==> src/rtl/ws2801_pkg.sv <==
`default_nettype none
// ----------------------------------------------------------------------------
// ws2801_pkg : shared pixel/state types and default timing for the WS2801 driver
// Revision   : 1.0
// ----------------------------------------------------------------------------
package ws2801_pkg;

  localparam int BITS_PER_PIXEL   = 24;
  localparam int DEF_HALF_DIV     = 2;
  localparam int DEF_LATCH_CYCLES = 25050;

  typedef struct packed {
    logic [7:0] red;
    logic [7:0] green;
    logic [7:0] blue;
  } rgb_t;

  typedef enum logic [1:0] {
    IDLE  = 2'd0,
    LOW   = 2'd1,
    HIGH  = 2'd2,
    LATCH = 2'd3
  } drv_state_t;

endpackage
`default_nettype wire

==> src/rtl/ws2801_if.sv <==
`default_nettype none
// ----------------------------------------------------------------------------
// ws2801_if : valid/ready pixel stream from the frame source to the driver
// Revision  : 1.0
// ----------------------------------------------------------------------------
interface ws2801_if;
  import ws2801_pkg::*;

  rgb_t pix_data;
  logic pix_valid;
  logic pix_last;
  logic pix_ready;

  modport master (output pix_data, output pix_valid, output pix_last, input pix_ready);
  modport slave  (input pix_data, input pix_valid, input pix_last, output pix_ready);

endinterface
`default_nettype wire

==> src/rtl/ws2801_phase_timer.sv <==
`default_nettype none
// ----------------------------------------------------------------------------
// ws2801_phase_timer : clearable elapsed-cycle counter, done on the TERMINAL-th cycle
// Revision           : 1.0
// ----------------------------------------------------------------------------
module ws2801_phase_timer #(
  parameter int WIDTH    = 2,
  parameter int TERMINAL = 1
) (
  input  wire logic clk,
  input  wire logic rst_n,
  input  wire logic clr,
  output logic      done
);

  logic [WIDTH-1:0] cnt_q, cnt_d;

  // Saturates at TERMINAL so a timer left running never wraps into a false done.
  always_comb begin
    cnt_d = cnt_q;
    if (clr) begin
      cnt_d = '0;
    end else if (cnt_q != WIDTH'(TERMINAL)) begin
      cnt_d = cnt_q + WIDTH'(1);
    end
  end

  always_ff @(posedge clk or negedge rst_n) begin
    if (!rst_n) begin
      cnt_q <= '0;
    end else begin
      cnt_q <= cnt_d;
    end
  end

  assign done = (cnt_q == WIDTH'(TERMINAL));

endmodule
`default_nettype wire

==> src/rtl/ws2801_driver.sv <==
`default_nettype none
// ----------------------------------------------------------------------------
// ws2801_driver : serializes 24-bit RGB pixels onto the WS2801 cki/sdi bus
// Revision      : 1.0
// ----------------------------------------------------------------------------
module ws2801_driver
  import ws2801_pkg::*;
#(
  parameter int HALF_DIV     = DEF_HALF_DIV,
  parameter int LATCH_CYCLES = DEF_LATCH_CYCLES
) (
  input  wire logic clk,
  input  wire logic rst_n,
  ws2801_if.slave   pix,
  output logic      cki,
  output logic      sdi,
  output logic      busy,
  output logic      underrun
);

  localparam int PH_W = $clog2(HALF_DIV + 1);
  localparam int LT_W = $clog2(LATCH_CYCLES + 1);
  localparam int BC_W = $clog2(BITS_PER_PIXEL);

  if (HALF_DIV < 1 || LATCH_CYCLES < 1) begin : g_param_check
    $error("ws2801_driver: HALF_DIV and LATCH_CYCLES must both be at least 1");
  end

  drv_state_t                state_q, state_d;
  logic [BITS_PER_PIXEL-1:0] shreg_q, shreg_d;
  logic [BC_W-1:0]           bit_cnt_q, bit_cnt_d;
  logic [LT_W-1:0]           idle_cnt_q, idle_cnt_d;
  logic                      last_q, last_d;
  logic                      in_frame_q, in_frame_d;
  logic                      cki_q, cki_d, sdi_q, sdi_d;
  logic                      ready_q, ready_d, busy_q, busy_d;
  logic                      underrun_q, underrun_d;
  logic                      transfer, timer_clr, phase_done, gap_done;

  assign transfer  = pix.pix_valid & ready_q;
  assign timer_clr = (state_d != state_q);

  ws2801_phase_timer #(.WIDTH(PH_W), .TERMINAL(HALF_DIV - 1)) u_phase_timer (
    .clk  (clk),
    .rst_n(rst_n),
    .clr  (timer_clr),
    .done (phase_done)
  );

  ws2801_phase_timer #(.WIDTH(LT_W), .TERMINAL(LATCH_CYCLES - 1)) u_gap_timer (
    .clk  (clk),
    .rst_n(rst_n),
    .clr  (timer_clr),
    .done (gap_done)
  );

  always_comb begin
    state_d    = state_q;
    shreg_d    = shreg_q;
    bit_cnt_d  = bit_cnt_q;
    last_d     = last_q;
    in_frame_d = in_frame_q;
    idle_cnt_d = '0;
    underrun_d = 1'b0;

    unique case (state_q)
      IDLE: begin
        if (transfer) begin
          shreg_d    = pix.pix_data;
          last_d     = pix.pix_last;
          bit_cnt_d  = BC_W'(BITS_PER_PIXEL - 1);
          in_frame_d = 1'b1;
          state_d    = LOW;
        end else if (in_frame_q) begin
          // A stall this long lets the strip latch what it has, so the frame is over.
          if (idle_cnt_q == LT_W'(LATCH_CYCLES - 1)) begin
            underrun_d = 1'b1;
            in_frame_d = 1'b0;
          end else begin
            idle_cnt_d = idle_cnt_q + LT_W'(1);
          end
        end
      end
      LOW: begin
        if (phase_done) begin
          state_d = HIGH;
        end
      end
      HIGH: begin
        if (phase_done) begin
          shreg_d = {shreg_q[BITS_PER_PIXEL-2:0], 1'b0};
          if (bit_cnt_q == '0) begin
            if (last_q) begin
              state_d    = LATCH;
              in_frame_d = 1'b0;
            end else begin
              state_d = IDLE;
            end
          end else begin
            bit_cnt_d = bit_cnt_q - BC_W'(1);
            state_d   = LOW;
          end
        end
      end
      LATCH: begin
        if (gap_done) begin
          state_d = IDLE;
        end
      end
      default: state_d = LATCH;
    endcase

    // Outputs follow the next state so they are registered yet aligned with it.
    cki_d   = (state_d == HIGH);
    sdi_d   = (state_d == LOW || state_d == HIGH) ? shreg_d[BITS_PER_PIXEL-1] : 1'b0;
    ready_d = (state_d == IDLE);
    busy_d  = (state_d != IDLE);
  end

  always_ff @(posedge clk or negedge rst_n) begin
    if (!rst_n) begin
      state_q    <= LATCH;
      shreg_q    <= '0;
      bit_cnt_q  <= '0;
      idle_cnt_q <= '0;
      last_q     <= 1'b0;
      in_frame_q <= 1'b0;
      cki_q      <= 1'b0;
      sdi_q      <= 1'b0;
      ready_q    <= 1'b0;
      busy_q     <= 1'b0;
      underrun_q <= 1'b0;
    end else begin
      state_q    <= state_d;
      shreg_q    <= shreg_d;
      bit_cnt_q  <= bit_cnt_d;
      idle_cnt_q <= idle_cnt_d;
      last_q     <= last_d;
      in_frame_q <= in_frame_d;
      cki_q      <= cki_d;
      sdi_q      <= sdi_d;
      ready_q    <= ready_d;
      busy_q     <= busy_d;
      underrun_q <= underrun_d;
    end
  end

  assign pix.pix_ready = ready_q;
  assign cki           = cki_q;
  assign sdi           = sdi_q;
  assign busy          = busy_q;
  assign underrun      = underrun_q;

endmodule
`default_nettype wire

==> src/flat_wrapper.sv <==
// flat-port wrapper written by rule: the top's interface ports become plain ports
module ws2801_driver_flat import ws2801_pkg::*;
#(
  parameter int HALF_DIV     = DEF_HALF_DIV,
  parameter int LATCH_CYCLES = DEF_LATCH_CYCLES
)
  (clk, rst_n, cki, sdi, busy, underrun, pix_pix_data, pix_pix_valid, pix_pix_last, pix_pix_ready);
  ws2801_if pix_i ();
  input  wire logic clk;
  input  wire logic rst_n;
  output logic cki;
  output logic sdi;
  output logic busy;
  output logic underrun;
  input wire logic [$bits(pix_i.pix_data)-1:0] pix_pix_data;
  input wire logic [$bits(pix_i.pix_valid)-1:0] pix_pix_valid;
  input wire logic [$bits(pix_i.pix_last)-1:0] pix_pix_last;
  output wire logic [$bits(pix_i.pix_ready)-1:0] pix_pix_ready;
  assign pix_i.pix_data = pix_pix_data;
  assign pix_i.pix_valid = pix_pix_valid;
  assign pix_i.pix_last = pix_pix_last;
  assign pix_pix_ready = pix_i.pix_ready;
  ws2801_driver #(.HALF_DIV(HALF_DIV), .LATCH_CYCLES(LATCH_CYCLES)) u_core (.clk(clk), .rst_n(rst_n), .pix(pix_i), .cki(cki), .sdi(sdi), .busy(busy), .underrun(underrun));
endmodule
==> config.mk <==
export PLATFORM = sky130hd
export DESIGN_NAME = ws2801_driver_flat
export DESIGN_NICKNAME = d
export VERILOG_FILES = /design/src/rtl/ws2801_pkg.sv /design/src/rtl/ws2801_if.sv /design/src/rtl/ws2801_phase_timer.sv /design/src/rtl/ws2801_driver.sv /design/src/flat_wrapper.sv
export SDC_FILE = /design/constraint.sdc
export NUM_CORES = 1
export LEC_CHECK = 0
export CAP_MARGIN = 20
export CORE_ASPECT_RATIO = 0.75
export CORE_MARGIN = 3
export CORE_UTILIZATION = 34
export DETAILED_ROUTE_END_ITERATION = 8
export GPL_TIMING_DRIVEN = 0
export PLACE_DENSITY = 0.54
export SLEW_MARGIN = 30
export SYNTH_ARGS = -nofsm -noshare
export SYNTH_HDL_FRONTEND = slang
export SYNTH_SLANG_ARGS = --single-unit
==> constraint.sdc <==
create_clock -name clk -period 5.1 [get_ports clk]
set_input_delay 0.765 -clock clk [delete_from_list [all_inputs] [get_ports clk]]
set_output_delay 0.765 -clock clk [all_outputs]
set_load 0.02 [all_outputs]
* Yosys cells after proc, flatten, opt, wreduce, memory -nomap -nowiden
Index checks and enable logic that the tools add are counted.
** Operators by class
- Add/subtract/negate cells :: 4
- Multiplexer cells :: 34
- Reductions and logical operators :: 12
- Bitwise operators :: 1
- Equality and inequality tests :: 16
** Operator list (count)
- 15-bit two-way mux :: 6
- 24-bit two-way mux :: 2
- 24-bit case mux with 2 select lines :: 1
- 15-bit by 1-bit adder with 15-bit output, second input constant :: 2
- 15-bit == test, second input constant :: 2
- 2-bit two-way mux :: 8
- 5-bit two-way mux :: 3
- 15-bit inequality test, second input constant :: 1
- 1-bit two-way mux :: 11
- 2-bit by 1-bit inequality test with 1-bit output, second input constant :: 5
- 5-bit case mux with 2 select lines :: 1
- 2-bit case mux with 4 select lines :: 1
- 4-bit AND reduction :: 2
- 2-bit nonzero test :: 4
- 2-bit by 1-bit == test with 1-bit output, second input constant :: 3
- 2-bit == test, second input constant :: 3
- 5-bit logical NOT :: 1
- 5-bit by 1-bit subtractor with 5-bit output, second input constant :: 1
- 2-bit logical NOT :: 2
- 3-bit AND reduction :: 1
- 2-bit by 1-bit adder with 2-bit output, second input constant :: 1
- 2-bit inequality test :: 1
- 2-bit inequality test, second input constant :: 1
- 1-bit case mux with 2 select lines :: 1
- 3 further kinds :: 3
** Storage, ports and cells
- Logic and storage cells :: 81
- Bits of input ports :: 28
- Register bits :: 70
- Output and inout port bits :: 5

* Longest topological paths before layout
Gate-level depths: netlist of run 1.
- Depth after elaboration :: 7
- Gate-level depth with buffers :: 9
- Mapped depth without buffers :: 8

* By module
Synthesis of run 1 repeated with hierarchy kept, for this count alone.
** Second synthesis, totals
- Cell total of the unflattened synthesis :: 341
- Area, all modules :: 3417.0 µm²
** By module, submodules not included
- ws2801_driver :: cells each 247, instances 1, area each 2479.9 µm²
- ws2801_phase_timer at u_core.u_gap_timer :: cells each 86, instances 1, area each 844.6 µm²
- ws2801_phase_timer at u_core.u_phase_timer :: cells each 8, instances 1, area each 92.6 µm²

* Least setup slack after synthesis of run 1
No wires, ideal clock.
- Path type :: reg-to-reg
- From :: register u_core.u_gap_timer.cnt_q[0]
- To :: register u_core.sdi_q, in the netlist u_core.sdi
- Cell stages (with the launch flop) :: 8
- Setup slack :: 3.211 ns
- Data arrival time :: 1.770 ns
- Buffers on the path :: 0
- Period minus slack after synthesis :: 1.889 ns
- Data required time :: 4.981 ns
- Cell sequence :: dfrtp_1 -> ha_1 -> and4b_1 -> nand4_2 -> nor2_1 -> or3_1 -> ha_1 -> and2_1
** Between the ends
- Word-level cells in the longest chain between the ends :: 6
- Elaborated cells on any way between the ends :: 7
- Classes of those cells :: eq/ne (3); mux (3); reduce/logical (1)
** Ends and longest elaborated chain
- start: declaration :: RTL line ws2801_phase_timer.sv:16 : logic [WIDTH-1:0] cnt_q, cnt_d;
- start signal: assignment :: RTL line ws2801_phase_timer.sv:32 : cnt_q <= cnt_d;
- 15-bit == test (*) :: RTL line ws2801_phase_timer.sv:36 : assign done = (cnt_q == WIDTH'(TERMINAL));
- 2-bit two-way mux (*) :: RTL line ws2801_driver.sv:106 : if (gap_done) begin
- 2-bit case mux with 4 select lines (*) :: RTL line ws2801_driver.sv:66 : unique case (state_q)
- 2-bit by 1-bit == test with 1-bit output / 2-bit == test (equally long branches) :: RTL line ws2801_driver.sv:115 : sdi_d = (state_d == LOW || state_d == HIGH) ? shreg_d[BITS_PER_PIXEL-1] : 1'b0;
- 1-bit logical OR (*) :: RTL line ws2801_driver.sv:115
- 1-bit two-way mux (*) :: RTL line ws2801_driver.sv:115
- via u_core.sdi_d :: RTL line ws2801_driver.sv:35 : logic cki_q, cki_d, sdi_q, sdi_d;
- end signal: assignment :: RTL line ws2801_driver.sv:141 : sdi_q <= sdi_d;
- end: declaration :: RTL line ws2801_driver.sv:35
The timed path passes the listed nets; every way through them passes the cells marked *.
A chain may end at the register's enable or synchronous reset.

* Worst setup path in the final report of run 1
- From :: input pix_pix_valid
- To :: register u_core.u_gap_timer.cnt_q[8]
** Between the ends
- Word-level cells in the longest chain between the ends :: 5
- Elaborated cells on any way between the ends :: 6
- Classes of those cells :: eq/ne (1); mux (3); bitwise (1); reduce/logical (1)
** Ends and longest elaborated chain
- start: declaration :: RTL line flat_wrapper.sv:16 : input wire logic [$bits(pix_i.pix_valid)-1:0] pix_pix_valid;
- 1-bit bitwise AND (*) :: RTL line ws2801_driver.sv:40 : assign transfer = pix.pix_valid & ready_q;
- 2-bit two-way mux (*) :: RTL line ws2801_driver.sv:68 : if (transfer) begin
- 2-bit case mux with 4 select lines (*) :: RTL line ws2801_driver.sv:66
- 2-bit inequality test (*) :: RTL line ws2801_driver.sv:41 : assign timer_clr = (state_d != state_q);
- 15-bit two-way mux / 2-bit nonzero test (equally long branches)
Every way passes the cells marked *; elsewhere a longest branch is shown, timed or not.

==> results.yml, run 1 <==
final_layout:
  multi_input_area_um2: 1500
  drive_gt1_share_pct: 8.18
  nFillCells: 959
  ff_latch_area_um2: 1750
  syn2layout_area_growth_pct: 23.4
  nets: 422
  diodes: 0
  final_core_util_pct: 44.5
synthesis:
  ys_top_cells_by_area: "dfrtp_1 51%, nand2_1 7.0%, a22oi_1 4.9%"
  synth_async_sr_flop_share_pct: 100
  synth_compound_area_share_pct: 11.3
  ys_warn_count: 0
  yosysTopAreaCell: "dfrtp_1"
  synth_fa_ha_area_share_pct: 2.98
  synth_flop_cell: "dfrtp_1"
  synth_cell_types: 47
  syn-num-nets: 378
  synth-xor-area-share_pct: 6.78
  avgSynthCellArea_um2: 9.82
  synth_edf_count: 0
  synth_seq_cells: 70
  synth_top_cell_area_share_pct: 50.7
  synth_top_family_by_area: "simple AND/OR/NAND/NOR gates"
  synthCells: 342
  netlist_area_um2: 3360
  muxShareOfSynthArea_pct: 0
  synth-simple-area-share_pct: 23.5
  yosysSeqAreaShare_pct: 52.3
worst_setup_path:
  cp_data_required_time_ps: 5310
  criticalPathCategory: "in2reg"
  end_kind: "register"
  start_kind: "input pin"
  regToRegSetupSlack_ps: 3040
  worstPathArrival_ps: 2400
  critPathMaxFanout: 10
floorplanning:
  core_um2: 9310
  initial_core_util_pct: 36.1
  die_w_um: 121
  io_pins: 33
  core.rowCount: 30
  die_area_um2: 11100
  die_h_um: 92.1
grt:
  overflow: 0
  track_usage_pct: 13.8
  grt_max_degree: 37
  grt_pass1_wl_um: 12200
  antenna_found_initial: 0
  grt_pass1_vias: 2453
cts:
  clkLatencyLatePin_ps: 330
  clk_pin_slew_ps: 50
  tritoncts: "done"
  cts-resized-gates: 0
  clock-sinks: 70
  holdBufCountCts: 0
  root_buffer: "clkbuf_16"
  cts_buffers: 9
  htree_levels: 3
  cts_setup_buffers: 0
  cts_buffer_depth: 2
routing:
  drt-vias-per-instance: 4.87
  m1WireLength_um: 3690
  top_layer: "met4"
  drc: 0
  wire_per_inst_um: 13.3
  dr_wl_met2_um: 2840
  routed_wl_um: 6910
  dr_total_vias: 2527
  drt_iter0_drc: 88
  dr.pass1.iters: 4
  met3WireLength_um: 264
  postRouteAntennaNets: 0
job:
  maxCapViolCount: 0
place:
  routabilityCongestion: 0.741
  post-place-ws_ps: 2550
  numPortBuffers: 32
  hpwl_um: 4850
timing:
  fmax_mhz: 458
  period_minus_slack_ps: 2180
  worst_hold_slack_ps: 391
  fin_worst_skew_ps: 6.64
  setup_slack_ps: 2920
  setup_violations: 0
  fin_crit_sh_pct: 42.8
  hold_viol: 0
  slew_violations: 0
  fin_tns_setup_ps: 0
  max_slew_margin_pct: 68.6
  worst_pin_slew_ps: 471
  rsz0062_at_grt: "no"
power_and_ir_drop:
  p_leak_nw: 1.85
  power_density_nw_per_um2: 471
  irDropWorstVdd_uv: 216
min_path:
  hold_path.class: "in2async"
outcome:
  status: "finished clean"
==> routing by layer <==
layer  up-vias  track usage [%]
met5         -                0
met4         0             4.91
met3        10             4.62
met2        38             19.3
met1      1204             19.8
li1       1275                -
==> cell type report <==
| class | instances | area share [%] |
|---|---|---|
| Inverter | 7 | 0.634 |
| Clock buffer | 15 | 6.22 |
| Timing Repair Buffer | 33 | 8.15 |
| Tap cell | 128 | 3.87 |
| Multi-Input combinational cell | 248 | 36.1 |
| Sequential cell | 70 | 42.3 |
| Clock inverter | 1 | 0.725 |
| Buffer | 17 | 1.93 |
==> cell families after synthesis <==
logic type / Yosys count
XOR/XNOR: 26
adder cells (fa/ha/maj): 8
AO/OA/AOI/OAI: 55
AND/OR/NAND/NOR: 159
buffers and inverters: 24
flip-flops: 70
==> Yosys cell counts (2+ instances only) <==
master and n:
a31o_2 2, a211oi_1 2, and4b_1 3, xnor2_1 12, or3_1 3, nand3_1 11, clkbuf_1 9, and2_1 2
inv_1 7, a22oi_1 22, a21o_1 3, buf_2 7, a31oi_1 3, dfrtp_1 68, a22o_1 2, dfstp_2 2
nand4_1 7, ha_1 8, and3_1 4, o21ai_0 4, xor2_1 14, nor4_1 2, nor3_1 6, and4_1 3
nor2_1 40, o21ai_1 2, nand2_1 63, or2_0 2, a21oi_1 10, and4bb_2 2
==> flip-flops by register name, summed over array words and instances, names as in the netlist, 2 cells and up <==
name,count
u_core.shreg_q,24
u_core.idle_cnt_q,15
u_core.u_gap_timer.cnt_q,15
u_core.bit_cnt_q,5
u_core.state_q,2
u_core.u_phase_timer.cnt_q,2
==> metrics by stage <==
| stage | power (mW) | cells | area, um^2 |
|---|---|---|---|
| after floorplan | 1.18 | 342 | 3360 |
| after global placement | 1.34 | 502 | 3840 |
| after detailed placement | 1.35 | 503 | 3850 |
| after CTS | 1.98 | 519 | 4140 |
| after global routing | 2.10 | 519 | 4140 |
| final | 1.95 | 519 | 4140 |
==> power breakdown <==
| group | internal, mW | switching (mW) |
|---|---|---|
| clock network | 0.393 | 0.222 |
| registers | 0.714 | 0.103 |
| logic | 0.220 | 0.297 |
==> path summary, 6_finish.rpt <==
kind	start	end	depth (start not counted)
setup reg to reg	u_core.bit_cnt_q[0]	u_core.sdi	7
max in group asynchronous	rst_n	u_core.state_q[1]	2
hold reg to reg	u_core.shreg_q[21]	u_core.shreg_q[21]	2
hold / removal	rst_n	u_core.shreg_q[19]	1
min in group clk	u_core.shreg_q[21]	u_core.shreg_q[21]	2
setup / recovery	pix_pix_valid	u_core.u_gap_timer.cnt_q[8]	7
==> placed cells by master (no fill, tap or decap), drive strengths merged, types with 3 or more instances in the layout <==
master         count
inv                7
xor2              14
and3               5
nand3             11
a21oi             10
and4b              3
a21o               3
nor2              40
clkdlybuf4s50     31
nand4              9
a22oi             22
dfrtp             68
o21ai              7
and4               3
clkbuf            24
ha                 8
buf               10
or3                3
nor3               6
xnor2             12
nand2             63
a31oi              3
==> worst max-delay path, stage by stage <==
cell	delay, ps
clkdlybuf4s50_1	540
and4bb_2	270
buf_2	210
a21oi_1	80
o21ai_2	160
buf_2	300
nor2_1	70
(Power assumes the default switching activity.)
==> run 2, diff against run 1 <==
--- a/config.mk
+++ b/config.mk
@@ -11,7 +11,7 @@
 export CORE_UTILIZATION = 34
 export DETAILED_ROUTE_END_ITERATION = 8
 export GPL_TIMING_DRIVEN = 0
-export PLACE_DENSITY = 0.54
+export PLACE_DENSITY = 0.56
 export SLEW_MARGIN = 30
 export SYNTH_ARGS = -nofsm -noshare
 export SYNTH_HDL_FRONTEND = slang
==> constraint.sdc (replaced) <==
create_clock -name clk -period 1.9 [get_ports clk]
set_input_delay 0.285 -clock clk [delete_from_list [all_inputs] [get_ports clk]]
set_output_delay 0.285 -clock clk [all_outputs]
set_load 0.02 [all_outputs]
==> run 2 against run 1 <==
The run now ends with negative setup slack left. Die area is the same. Total power grew to 2.9 times the previous value. Clock skew is 0.53 ps lower. Count of clock-buffer cells in the layout decreased by 5. Combinational power rose to 3.1 times the previous value.
==> results.yml, run 2 (same netlist as run 1, synthesis figures left out) <==
routing:
  drc: 0
  wire_per_inst_um: 13.6
  top_layer: "met4"
  dr.pass1.iters: 4
  drt_iter0_drc: 62
  met3WireLength_um: 312
  dr_total_vias: 2573
  routed_wl_um: 7120
  postRouteAntennaNets: 0
  dr_wl_met2_um: 3140
  m1WireLength_um: 3610
  drt-vias-per-instance: 4.92
timing:
  fin_crit_sh_pct: 100
  worst_pin_slew_ps: 493
  period_minus_slack_ps: 1900
  rsz0062_at_grt: "yes"
  setup_violations: 1
  fmax_mhz: 526
  setup_slack_ps: -0.316
  fin_worst_skew_ps: 6.10
  hold_viol: 0
  worst_hold_slack_ps: 461
  max_slew_margin_pct: 67.2
  slew_violations: 0
final_layout:
  fin_cells: 523
  final_core_util_pct: 46.4
  diodes: 0
  syn2layout_area_growth_pct: 28.6
  largest-register: "u_core.shreg_q"
  reg.largest.list: "u_core.shreg_q: 24 flops, u_core.idle_cnt_q: 15 flops, u_core.u_gap_timer.cnt_q: 15 flops"
  nets: 426
  nFillCells: 914
  mostFrequentLayoutCell: "dfrtp_1"
  final_cell_area_um2: 4320
  final_cell_mix: "68 x dfrtp_1, 63 x nand2_1, 39 x nor2_1"
  largest_register_ffs: 24
  drive_gt1_share_pct: 14.4
outcome:
  violations: "negative setup slack"
  status: "complete, but fails checks"
cts:
  root_buffer: "clkbuf_16"
  clkLatencyLatePin_ps: 330
  clock-sinks: 70
  cts_buffers: 9
  htree_levels: 3
  clk_pin_slew_ps: 60
  tritoncts: "done"
  cts_buffer_depth: 2
worst_setup_path:
  worstPathArrival_ps: 2120
  start_kind: "register"
  end_kind: "register"
  cpMostUsedCell: "ha_4"
  criticalPathCategory: "reg2reg"
  path_cells: "inv_2 -> ha_4 -> or4b_4 -> o21ai_4 -> a31o_4 -> ha_4 -> and2_4"
  cpPeakStageDelay_ps: 480
  crit_family: "simple AND/OR/NAND/NOR gates"
  cp.buffers_inverters: 1
  crit_slowest_cell: "or4b_4"
  cp_data_required_time_ps: 2120
  critPathMaxFanout: 3
grt:
  grt_max_degree: 38
  grt_pass1_vias: 2510
  overflow: 0
  antenna_found_initial: 0
  grt_pass1_wl_um: 12500
  track_usage_pct: 14.1
floorplanning:
  initial_core_util_pct: 36.1
  die_h_um: 92.1
  io_pins: 33
  core.rowCount: 30
  die_area_um2: 11100
  core_um2: 9310
  die_w_um: 121
place:
  dpl_cell_area_um2: 3850
  hpwl_um: 4860
  routabilityCongestion: 0.750
  dp.cells: 503
  numPortBuffers: 32
job:
  maxCapViolCount: 0
min_path:
  hold_path.class: "in2async"
power_and_ir_drop:
  p_leak_nw: 1.91
  irDropWorstVdd_uv: 659
  totalPowerFinal_mw: 5.61
  power_density_nw_per_um2: 1300
[run 2: changes by cell type in the layout (fill, tap and decap cells not counted), moves of 2 or more]
cell / before / now
clkbuf_1: 14 / 4
buf_4: 1 / 6
clkbuf_2: 0 / 4
ha_1: 8 / 5
clkinv_2: 0 / 2
clkinvlp_4: 0 / 2
ha_4: 0 / 2
inv_1: 7 / 5
inv_2: 0 / 2
o21ai_4: 0 / 2
[run 2: per-layer routing]
layer,track usage [%],vias to the layer above
li1,-,1282
met1,19.3,1249
met2,20.6,40
met3,5.43,2
met4,3.96,0
met5,0,-
[run 2: per-stage QoR]
step / setup TNS (ps) / setup slack [ps]
after detailed placement: -4690 / -185
after global routing: -57.3 / -57.3
after global placement: -137140 / -1930
final: -0.316 / -0.316
after CTS: -276 / -70.0
after floorplan: 0 / 11.1
[run 2: final timing paths]
kind | slack, ps | end | cells past startpoint | from
max in group asynchronous | 820 | u_core.state_q[0] | 3 | rst_n
min | 460 | u_core.shreg_q[17] | 2 | rst_n
max | -0.3 | u_core.sdi | 7 | u_core.bit_cnt_q[0]
min reg2reg | 480 | u_core.shreg_q[21] | 2 | u_core.shreg_q[21]
max reg2reg | -0.3 | u_core.sdi | 7 | u_core.bit_cnt_q[0]
min in group clk | 480 | u_core.shreg_q[21] | 2 | u_core.shreg_q[21]
[run 2: layout make-up]
| cell class | count | area (um^2) | area share (%) |
|---|---|---|---|
| Buffer | 15 | 76.3 | 1.77 |
| Tap cell | 128 | 160 | 3.71 |
| Multi-Input combinational cell | 248 | 1590 | 36.8 |
| Clock inverter | 6 | 85.1 | 1.97 |
| Timing Repair Buffer | 39 | 385 | 8.93 |
| Clock buffer | 10 | 239 | 5.54 |
| Sequential cell | 70 | 1750 | 40.6 |
| Inverter | 7 | 26.3 | 0.609 |
[run 2: power by group]
group / internal, mW / leakage [nW] / total [mW] / switching [mW]
logic: 0.714 / 0.850 / 1.60 / 0.883
registers: 1.92 / 0.906 / 2.22 / 0.302
clock network: 1.18 / 0.154 / 1.80 / 0.618
total: 3.81 / 1.91 / 5.61 / 1.80
[run 2: what timing repair did]
action                                 in CTS  in global routing
gates resized for setup                     9                 16
setup endpoints to repair                  34                 33
buffers inserted                            1                  4
hold buffers                                1                  0
pin swaps                                   1                  4
endpoints found under the hold margin      35                  0
==> run 3, diff against run 2 <==
--- a/config.mk
+++ b/config.mk
@@ -12,6 +12,8 @@
 export DETAILED_ROUTE_END_ITERATION = 8
 export GPL_TIMING_DRIVEN = 0
 export PLACE_DENSITY = 0.56
+export SETUP_SLACK_MARGIN = 0.02
+export SKIP_CTS_REPAIR_TIMING = 1
 export SLEW_MARGIN = 30
 export SYNTH_ARGS = -nofsm -noshare
 export SYNTH_HDL_FRONTEND = slang
==> run 3 against run 2 <==
Combinational power rose by 11%. The run still ends with negative setup slack left. Die area did not move. Clock skew rose by 2.1 ps. Sequential power about the same. Largest cell class unchanged. Routed wire length rose by 3.3%.
==> results.yml, run 3 (same netlist as run 1, synthesis figures left out) <==
final_layout:
  drive_gt1_share_pct: 16.5
  diodes: 0
  fin_cells: 529
  final_cell_mix: "68 x dfrtp_1, 62 x nand2_1, 38 x nor2_1"
  largest-register: "u_core.shreg_q"
  multi_input_area_um2: 1610
  largest_register_ffs: 24
  mostFrequentLayoutCell: "dfrtp_1"
  nFillCells: 905
  reg.largest.list: "u_core.shreg_q: 24 flops, u_core.idle_cnt_q: 15 flops, u_core.u_gap_timer.cnt_q: 15 flops"
  nets: 432
  final_core_util_pct: 47.2
  syn2layout_area_growth_pct: 30.9
  ff_latch_area_um2: 1750
cts:
  clk_pin_slew_ps: 60
  root_buffer: "clkbuf_16"
  htree_levels: 3
  cts_buffers: 9
  clkLatencyLatePin_ps: 320
  clock-sinks: 70
  cts_buffer_depth: 2
  tritoncts: "done"
routing:
  routed_wl_um: 7360
  dr_total_vias: 2595
  wire_per_inst_um: 13.9
  dr.pass1.iters: 5
  drc: 0
  drt-vias-per-instance: 4.91
  drt_iter0_drc: 143
  postRouteAntennaNets: 0
worst_setup_path:
  worstPathArrival_ps: 2150
  regToRegSetupSlack_ps: -40
  criticalPathCategory: "reg2reg"
  crit_slowest_cell: "or4b_4"
  rr_startpoint: "u_core.bit_cnt_q[0]"
  startpoint: "u_core.bit_cnt_q[0]"
  setup.worst_path.end: "u_core.sdi"
  path_cells: "inv_2 -> ha_4 -> or4b_4 -> o21ai_4 -> a31o_4 -> ha_4 -> and2_4"
  r2r_cells: 7
  critPathMaxFanout: 3
  cpPeakStageDelay_ps: 490
  cpMostUsedCell: "ha_4"
  cp_data_required_time_ps: 2110
  r2r-end: "u_core.sdi"
  end_kind: "register"
  start_kind: "register"
floorplanning:
  io_pins: 33
  die_h_um: 92.1
  die_area_um2: 11100
  core_um2: 9310
  die_w_um: 121
  core.rowCount: 30
  initial_core_util_pct: 36.1
timing:
  setup_slack_ps: -35.5
  hold_viol: 0
  rsz0062_at_grt: "yes"
  max_slew_margin_pct: 69.8
  period_minus_slack_ps: 1940
  worst_pin_slew_ps: 453
  fin_crit_sh_pct: 102
  slew_violations: 0
  fin_worst_skew_ps: 8.16
  fmax_mhz: 517
  setup_violations: 1
grt:
  overflow: 0
  grt_pass1_wl_um: 12200
  grt_pass1_vias: 2502
  grt_max_degree: 44
  antenna_found_initial: 0
  track_usage_pct: 13.7
outcome:
  status: "complete, but fails checks"
  violations: "negative setup slack"
place:
  dp.cells: 503
  numPortBuffers: 32
  hpwl_um: 4860
  routabilityCongestion: 0.747
job:
  maxCapViolCount: 0
min_path:
  hold_path.class: "in2async"
power_and_ir_drop:
  p_leak_nw: 1.95
  power_density_nw_per_um2: 1320
  totalPowerFinal_mw: 5.78
  irDropWorstVdd_uv: 557
run 3: power by group:
part	internal [mW]	switching (mW)
Clock	1.15	0.619
Combinational	0.837	0.935
Sequential	1.92	0.323
Total	3.91	1.88
run 3: per-layer routing:
metal,GRT usage [%],share of wire [%],vias up
li1,-,-,1298
met3,4.38,3.9,10
met4,4.25,1.2,0
met5,0,0,-
met2,18.8,43,42
met1,20.4,52,1245
run 3: layout make-up:
class	instances	share of cell area (%)
multi-input cells	248	36.7
well taps	128	3.64
plain buffers	16	2.08
inverters	7	0.598
repair buffers	44	9.88
clock buffers	11	5.29
clock inverters	5	1.91
flip-flops and latches	70	39.9
run 3: how the worst min path moves through the flow:
stage | cells after the start | slack [ps] | end
CTS | 1 | -110 | u_core.idle_cnt_q[8]
finish | 2 | 440 | u_core.idle_cnt_q[8]
global route | 2 | 470 | u_core.idle_cnt_q[8]
detailed placement | 1 | 240 | u_core.idle_cnt_q[8]
floorplan | 0 | -10 | u_core.bit_cnt_q[0]
global placement | 1 | 450 | u_core.shreg_q[23]
run 3: worst max-delay path, delay by kind of cell (launching register included):
kind	cells	cell delay, ps
adders and majority gates	2	340
DFF	1	400
and+or+nand+nor	2	620
AOI/OAI and AO/OA	2	380
buffers and inverters	1	90
run 3: stage by stage:
stage	hold WS, ps	instance area (um^2)	setup WS, ps	TNS, ps
after floorplan	-10.6	3370	34.7	0
after global placement	451	3850	-1970	-141160
after detailed placement	244	3870	-176	-5130
after CTS	-105	4190	-195	-2780
after global routing	472	4400	-80.3	-85.6
final	436	4400	-35.5	-35.5
